## config.mk

```make
export PLATFORM = sky130hd
export DESIGN_NAME = snake_game_ctrl
export DESIGN_NICKNAME = d
export VERILOG_FILES = /design/src/rtl/snake_pkg.sv /design/src/rtl/snake_step_timer.sv /design/src/rtl/snake_game_ctrl.sv
export SDC_FILE = /design/constraint.sdc
export NUM_CORES = 1
export LEC_CHECK = 0
export BUFFER_PORTS_ARGS = -buffer_cell sky130_fd_sc_hd__buf_2
export CAP_MARGIN = 15
export CORE_MARGIN = 1.5
export CORE_UTILIZATION = 58
export CTS_BUF_LIST = sky130_fd_sc_hd__clkbuf_4 sky130_fd_sc_hd__clkbuf_8
export DETAILED_ROUTE_END_ITERATION = 7
export PLACE_DENSITY = 0.88
export SYNTH_ARGS = -nofsm -noshare
export SYNTH_HDL_FRONTEND = slang
export SYNTH_HIERARCHICAL = 1
export SYNTH_SLANG_ARGS = --single-unit
```

## constraint.sdc

```tcl
create_clock -name clk -period 7.4 [get_ports clk]
set_input_delay 1.11 -clock clk [delete_from_list [all_inputs] [get_ports clk]]
set_output_delay 1.11 -clock clk [all_outputs]
set_load 0.005 [all_outputs]
```

## src/rtl/snake_pkg.sv

```systemverilog
// Shared constants for the snake game controller: FSM state codes, direction
// encoding, PS/2 make codes, grid/timer defaults and a key decoder.
package snake_pkg;

    localparam logic [1:0] ST_IDLE  = 2'd0;
    localparam logic [1:0] ST_RUN   = 2'd1;
    localparam logic [1:0] ST_PAUSE = 2'd2;
    localparam logic [1:0] ST_DEAD  = 2'd3;

    typedef logic [1:0] dir_t;
    localparam dir_t DIR_UP    = 2'd0;
    localparam dir_t DIR_DOWN  = 2'd1;
    localparam dir_t DIR_LEFT  = 2'd2;
    localparam dir_t DIR_RIGHT = 2'd3;

    localparam logic [7:0] KEY_UP    = 8'h75;
    localparam logic [7:0] KEY_DOWN  = 8'h72;
    localparam logic [7:0] KEY_LEFT  = 8'h6B;
    localparam logic [7:0] KEY_RIGHT = 8'h74;
    localparam logic [7:0] KEY_SPACE = 8'h29;
    localparam logic [7:0] KEY_ESC   = 8'h76;

    localparam int unsigned GRID_W_DEF          = 64;
    localparam int unsigned GRID_H_DEF          = 48;
    localparam int unsigned FRAMES_PER_STEP_DEF = 6;
    localparam int unsigned CNT_W               = 6;

    typedef struct packed {
        logic arrow;
        dir_t dir;
        logic space;
        logic esc;
    } key_t;

    function automatic key_t decode_key(input logic valid, input logic [7:0] code);
        key_t k;
        k = '0;
        if (valid) begin
            case (code)
                KEY_UP:    begin k.arrow = 1'b1; k.dir = DIR_UP;    end
                KEY_DOWN:  begin k.arrow = 1'b1; k.dir = DIR_DOWN;  end
                KEY_LEFT:  begin k.arrow = 1'b1; k.dir = DIR_LEFT;  end
                KEY_RIGHT: begin k.arrow = 1'b1; k.dir = DIR_RIGHT; end
                KEY_SPACE: k.space = 1'b1;
                KEY_ESC:   k.esc = 1'b1;
                default:   ;
            endcase
        end
        return k;
    endfunction

    // Opposite directions differ only in bit 0 (up/down, left/right).
    function automatic logic is_reverse(input dir_t a, input dir_t b);
        return (a[1] == b[1]) && (a[0] != b[0]);
    endfunction

endpackage

```

## src/rtl/snake_step_timer.sv

```systemverilog
// Frame counter pacing snake moves: clears, holds when not advanced, and
// flags the terminal count FRAMES_PER_STEP-1.
module snake_step_timer
    import snake_pkg::*;
#(
    parameter int unsigned FRAMES_PER_STEP = FRAMES_PER_STEP_DEF
) (
    input  logic clk,
    input  logic rst,
    input  logic clear,
    input  logic advance,
    output logic terminal
);

    logic [CNT_W-1:0] count;

    assign terminal = (count == CNT_W'(FRAMES_PER_STEP - 1));

    always_ff @(posedge clk) begin
        if (rst || clear) begin
            count <= '0;
        end else if (advance) begin
            count <= terminal ? '0 : count + CNT_W'(1);
        end
    end

endmodule

```

## src/rtl/snake_game_ctrl.sv

```systemverilog
// Snake game control FSM: key handling, move timing, collision and score.
// Optional macro SNAKE_WRAP_EN makes the grid edges wrap instead of killing.
module snake_game_ctrl
    import snake_pkg::*;
#(
    parameter int unsigned FRAMES_PER_STEP = FRAMES_PER_STEP_DEF,
    parameter int unsigned GRID_W          = GRID_W_DEF,
    parameter int unsigned GRID_H          = GRID_H_DEF
) (
    input  logic       clk,
    input  logic       rst,
    input  logic       key_valid,
    input  logic [7:0] key_code,
    input  logic       frame_tick,
    input  logic [6:0] head_x,
    input  logic [5:0] head_y,
    input  logic       self_hit,
    input  logic       food_eaten,
    output logic [6:0] next_x,
    output logic [5:0] next_y,
    output logic       step,
    output logic [1:0] dir,
    output logic       init_snake,
    output logic       screen_black,
    output logic       screen_pause,
    output logic       died,
    output logic [7:0] score
);

    logic [1:0] state;
    dir_t       dir_pend;
    key_t       key;
    logic       advance;
    logic       terminal;
    logic       evaluate;
    logic       wall;

    assign key = decode_key(key_valid, key_code);

    // Space/esc pre-empt the tick so a terminal count is not consumed by a
    // move that never happens.
    assign advance  = frame_tick && (state == ST_RUN) && !key.space && !key.esc;
    assign evaluate = advance && terminal;

    snake_step_timer #(
        .FRAMES_PER_STEP(FRAMES_PER_STEP)
    ) u_timer (
        .clk     (clk),
        .rst     (rst),
        .clear   ((state == ST_IDLE) || (state == ST_DEAD)),
        .advance (advance),
        .terminal(terminal)
    );

    always_comb begin
        next_x = head_x;
        next_y = head_y;
        case (dir_pend)
            DIR_UP:   next_y = head_y - 6'd1;
            DIR_DOWN: next_y = head_y + 6'd1;
            DIR_LEFT: next_x = head_x - 7'd1;
            default:  next_x = head_x + 7'd1;
        endcase
`ifdef SNAKE_WRAP_EN
        case (dir_pend)
            DIR_UP:   if (head_y == 6'd0) next_y = 6'(GRID_H - 1);
            DIR_DOWN: if (32'(head_y) >= GRID_H - 1) next_y = '0;
            DIR_LEFT: if (head_x == 7'd0) next_x = 7'(GRID_W - 1);
            default:  if (32'(head_x) >= GRID_W - 1) next_x = '0;
        endcase
        wall = 1'b0;
`else
        wall = (32'(next_x) >= GRID_W) || (32'(next_y) >= GRID_H);
`endif
    end

    always_ff @(posedge clk) begin
        if (rst) begin
            state    <= ST_IDLE;
            dir      <= DIR_RIGHT;
            dir_pend <= DIR_RIGHT;
            score    <= '0;
            step     <= 1'b0;
            died     <= 1'b0;
        end else begin
            step <= 1'b0;
            died <= 1'b0;
            if (key.esc) begin
                state    <= ST_IDLE;
                dir      <= DIR_RIGHT;
                dir_pend <= DIR_RIGHT;
            end else if (key.space) begin
                case (state)
                    ST_IDLE: begin
                        state <= ST_RUN;
                        score <= '0;
                    end
                    ST_RUN:   state <= ST_PAUSE;
                    ST_PAUSE: state <= ST_RUN;
                    default: begin
                        state    <= ST_IDLE;
                        dir      <= DIR_RIGHT;
                        dir_pend <= DIR_RIGHT;
                    end
                endcase
            end else begin
                if (evaluate) begin
                    if (wall || self_hit) begin
                        died  <= 1'b1;
                        state <= ST_DEAD;
                    end else begin
                        step <= 1'b1;
                        dir  <= dir_pend;
                    end
                end
                // The move above used the old dir_pend; a coinciding arrow
                // only affects the following move.
                if (key.arrow && (state != ST_DEAD) && !is_reverse(key.dir, dir)) begin
                    dir_pend <= key.dir;
                end
            end
            if ((state == ST_RUN) && food_eaten && (score != 8'hFF)) begin
                score <= score + 8'd1;
            end
        end
    end

    assign init_snake   = (state == ST_IDLE);
    assign screen_black = (state == ST_IDLE);
    assign screen_pause = (state == ST_PAUSE) || (state == ST_DEAD);

endmodule

```

* Word level (Yosys, flattened, before mapping)
Cells that the tools add are included.
** Word-level totals
- Register bits after elaboration :: 22
- Latch bits :: 0
- Bits in writable memories :: 0
- ROM bits :: 0
- Input bits :: 27
- Word-level logic and storage cells :: 91
- Memories kept :: 0
** Operators by class
- Add/sub/neg operators :: 6
- Multipliers :: 0
- Divide/modulo/power cells :: 0
- $lt $le $gt $ge :: 2
- Equal/unequal tests :: 19
- Shifts and indexed selects :: 0
- Mux-type cells :: 23
- Bitwise gates (word level) :: 1
- Reductions and logical operators :: 33
** Operators by type and width (count)
- $eq A8 B7 Y1 const B :: 5
- $mux W8 :: 4
- $mux W2 :: 9
- $pmux W7 S2 :: 1
- $add A6 B1 Y6 const B :: 2
- $pmux W3 S4 :: 1
- $pmux W6 S2 :: 1
- $reduce_bool A2 Y1 :: 5
- $logic_and A1 B1 Y1 :: 9
- $add A8 B1 Y8 const B :: 1
- $eq A8 B6 Y1 const B :: 1
- $ne A8 B8 Y1 const B :: 1
- $add A7 B1 Y7 const B :: 1
- $ge A7 B7 Y1 const B :: 1
- $sub A7 B1 Y7 const B :: 1
- $eq A2 B2 Y1 const B :: 3
- $eq A6 B3 Y1 const B :: 1
- $ge A6 B6 Y1 const B :: 1
- $mux W6 :: 1
- $ne A2 B2 Y1 const B :: 3
- $reduce_and A3 Y1 :: 2
- $reduce_or A2 Y1 :: 3
- $sub A6 B1 Y6 const B :: 1
- $logic_or A1 B1 Y1 :: 5
- 13 further kinds :: 21

* Logic depth before layout (Yosys ltp)
- Word-level depth :: 9
- Mapped depth :: 11
- Mapped depth without buffers :: 10

* By module
The synthesis kept the hierarchy.
** By module, submodules not included
- snake_game_ctrl :: instances 1, cells an instance 194, area each 1555.2 µm²
- snake_step_timer :: instances 1, cells an instance 35, area each 332.8 µm²

* Worst setup path after synthesis
Ideal clock, no wire load.
- Path kind :: input to output
- From :: in head_y[3]
- To :: out next_y[5]
- Data arrival time :: 2220 ps
- Required time :: 6290 ps
- Slack :: 4070 ps
- Stages :: 6
- Path buffers :: 0
- Cells stage by stage :: ha_1 > a21o_1 > a21oi_1 > o21ai_1 > mux2i_4 > xnor2_1
** Between the ends
- Longest elaborated chain between the ends :: 2
- Elaborated cells between the ends (all ways) :: 3
- Classes of those cells :: add/sub: 2; mux: 1
** RTL lines
- start, declared :: line snake_game_ctrl.sv:16 : input logic [5:0] head_y,
- $add A6 B1 Y6 or $sub A6 B1 Y6 (tied branches) :: line snake_game_ctrl.sv:60, snake_game_ctrl.sv:59
- $pmux W6 S2 (*) :: line snake_game_ctrl.sv:58 : case (dir_pend)
- end, declared :: line snake_game_ctrl.sv:20 : output logic [5:0] next_y,
Every way passes the cells marked *; elsewhere a longest branch is shown, timed or not.

* Worst setup path after layout
- From :: reg dir_pend[1]
- To :: out next_y[5]
** Between the ends
- Longest elaborated chain between the ends :: 2
- Elaborated cells between the ends (all ways) :: 3
- Classes of those cells :: eq/ne: 1; mux: 1; reduce/logical: 1
** RTL lines
- start, declared :: line snake_game_ctrl.sv:31 : dir_t dir_pend;
- start signal, assigned :: line snake_game_ctrl.sv:119 : dir_pend <= key.dir;
- $eq A2 B1 Y1 or $logic_not A2 Y1 (tied branches) :: line snake_game_ctrl.sv:58
- $pmux W6 S2 (*) :: line snake_game_ctrl.sv:58
Marked as above.

==> results.toml <==
[run_status]
outcome = "finished clean"

[power_and_ir_drop]
pwr-share-comb_pct = 17.1
p_total_mw = 0.257
netSwitchingFraction_pct = 23.9
powerDensity_nw_per_um2 = 116
internal_power_mw = 0.195
p_switching_mw = 0.0614
leakage_nw = 0.965
ir_drop_v = 0.000104
clkPwrFrac_pct = 36.5
power.share.sequential_pct = 46.4

[timing]
final_max_slew_viol_count = 0
setup_viol = 0
setup_slack_ns = 3.53
fin_crit_ns = 3.87
slew_headroom_pct = 33.3
period_share_pct = 52.3
tns_ns = 0
worstMarginPinSlew_ns = 0.993
fin_hold_ws_ns = 0.511
rsz0062_at_grt = "false"
finalClockSkew_ns = 0.0129
hold_violations = 0
max_freq_ghz = 0.258

[clock_tree]
cts_setup_buffers = 0
post_cts_resized = 0
cts_tree = "yes"
clock_sinks = 22
clk_latency_ns = 0.32
cts-hold-fix-buffers = 0
cts_root_buf = "clkbuf_4"
cts_buffers = 3
clockBufferDepth = 2
htree_levels = 1
clkTransAtPathRegs_ns = 0.13

[global_route]
antenna_found_initial = 0
grt-ovfl-total = 0
gr-usage-all-layers_pct = 22.6
grt_max_degree = 25
grt_pass1_vias = 1557
grt_pass1_wl_um = 6450

[cells_and_area]
utilization_pct = 71.7
final_area_um2 = 2210
nNetsFinal = 320
area_growth_pct = 17.0
drive_above_1_share_pct = 27.2
fill_cells = 273
final_cells = 323
diodes = 0

[synthesis]
ys_ff_latch = 22
synth_flop_cell = "dfxtp_1"
synth_sequential_area_ratio_pct = 23.3
syn_nets = 269
syn_area_per_cell_um2 = 8.24
synth_cells = 229
synthesis.area_um2 = 1890
synthTopCellsByArea = "dfxtp_1, ha_1, a21oi_1, mux2i_1, xnor2_1"
synth_cell_type_count = 55
synthArstFlopShare_pct = 0
synth_edf_count = 0
ys.warnings.count = 6
synth_top_area_cell = "dfxtp_1"
synth_top_area_share_pct = 23.3

[worst_hold_path]
hold_path_class = "reg -> reg"
min-delay-start = "score[7]"
hold_end = "score[7]"
worstHoldPathCells = 1

[run]
drv_cap = 0

[worst_setup_path]
r2r_cells = 9
critical_path_class = "reg -> out"
required_ns = 6.29
reg2reg_to = "dir[0]"
crit_arrival_ns = 2.76
end_kind = "primary output"
r2r_slack_ns = 4.35
crit_path_start_kind = "register"
cp_max_fo = 24
reg2reg_from = "dir_pend[1]"

[die]
row_count = 20
die_h_um = 60.1
core-area_um2 = 3080
chipWidth_um = 60.1
start_util_pct = 61.3
num_io_pins = 55
die_area_um2 = 3610

[placed_design]
finalWeightedCongestion = 0.858
place_ws_ns = 3.75
hpwlAfterDp_um = 3110
place_inst = 319
dpl_cell_area_um2 = 2160
io_buffers = 54

[route]
drc = 0
antenna_left = 0
via_per_inst = 5.64
dr.first_iter.drc_count = 101
dr.pass1.iters = 4
routedWlPerCell_um = 12.4
num_vias = 1821
wl_um = 3990
## logic make-up after synthesis
family / count (synthesis) / synth area share, %
fa+ha+maj: 13 / 9.01
flops: 22 / 23.3
xor+xnor: 14 / 6.49
simple gates: 99 / 31.8
buf+inv: 19 / 5.24
compound gates: 50 / 16.8
mux: 12 / 7.36
## worst max-delay path, stage by stage (launching register included)
cell and delay, ns:
dfxtp_1 0.89, or2b_2 0.29, ha_1 0.30, a21o_1 0.18
a21oi_1 0.12, o21ai_1 0.12, mux2i_4 0.22, xnor2_1 0.18
buf_2 0.14
## synth_stat cells, types with 3 or more instances
cell      number
dfxtp_1       22
a21oi_1       18
nor2_1        17
nand2_1       16
ha_1          12
o21ai_0       12
inv_1         10
nor3_1         9
xnor2_1        9
mux2i_1        8
nand3_1        8
and3_1         5
nand2b_1       5
nand3b_1       5
or3_1          5
xor2_1         5
a211oi_1       4
nor2b_1        4
nor3b_1        4
a21o_1         3
a31oi_1        3
buf_4          3
## sequential cells by signal, indices dropped and copies added, names as in the netlist
name / cells
died: 1
step: 1
score: 8
dir: 2
u_timer/count: 6
dir_pend: 2
state: 2
## layer usage
metal  vias to the layer above  GRT usage [%]  share of wire (%)
li1                        937              -                  -
met1                       830           30.4                 48
met2                        48           38.7                 47
met3                         6           1.52                4.0
met4                         0           6.98                1.1
met5                         -              0                  0
## layout make-up
type	count	area [µm²]	area share (%)
Clock buffer	3	22.5	1.02
Timing Repair Buffer	54	270	12.2
Multi-Input combinational cell	188	1350	61.1
Clock inverter	1	30.0	1.36
Inverter	11	41.3	1.87
Tap cell	44	55.1	2.49
Sequential cell	22	440	19.9
## power by group through the flow
stage | Clock, mW | Combinational, mW | Sequential, mW
5_1_grt | 0.0971 | 0.0493 | 0.119
6_report | 0.0936 | 0.0440 | 0.119
3_5_place_dp | 0 | 0.0439 | 0.122
2_1_floorplan | 0 | 0.0259 | 0.121
4_1_cts | 0.0933 | 0.0441 | 0.119
3_3_place_gp | 0 | 0.0427 | 0.122
## worst max-delay path by stage
stage	from	end	slack (ns)	cells past startpoint
after detailed placement	head_x[1]	next_x[6]	3.75	7
after floorplan	head_y[3]	next_y[5]	4.07	6
final	dir_pend[1]	next_y[5]	3.53	8
after global placement	head_x[1]	next_x[6]	3.80	7
after global routing	dir_pend[1]	next_x[6]	3.37	7
after CTS	dir_pend[1]	next_y[5]	3.52	8
## layout by cell type (no fill, tap or decap), types with 3 or more instances in the layout
cell type,count
nor2b_1,4
ha_1,12
xnor2_1,9
or3_1,5
nand3_1,8
buf_2,54
mux2i_1,8
nor3b_1,4
nand3b_1,5
a31oi_1,3
inv_1,10
nand2_1,16
clkbuf_4,3
a211oi_1,4
o21ai_0,12
a21oi_1,18
nor3_1,9
nor2_1,17
and3_1,5
nand2b_1,5
dfxtp_1,22
a21o_1,3
xor2_1,5
Note: power is estimated with default switching activity, not from simulation.
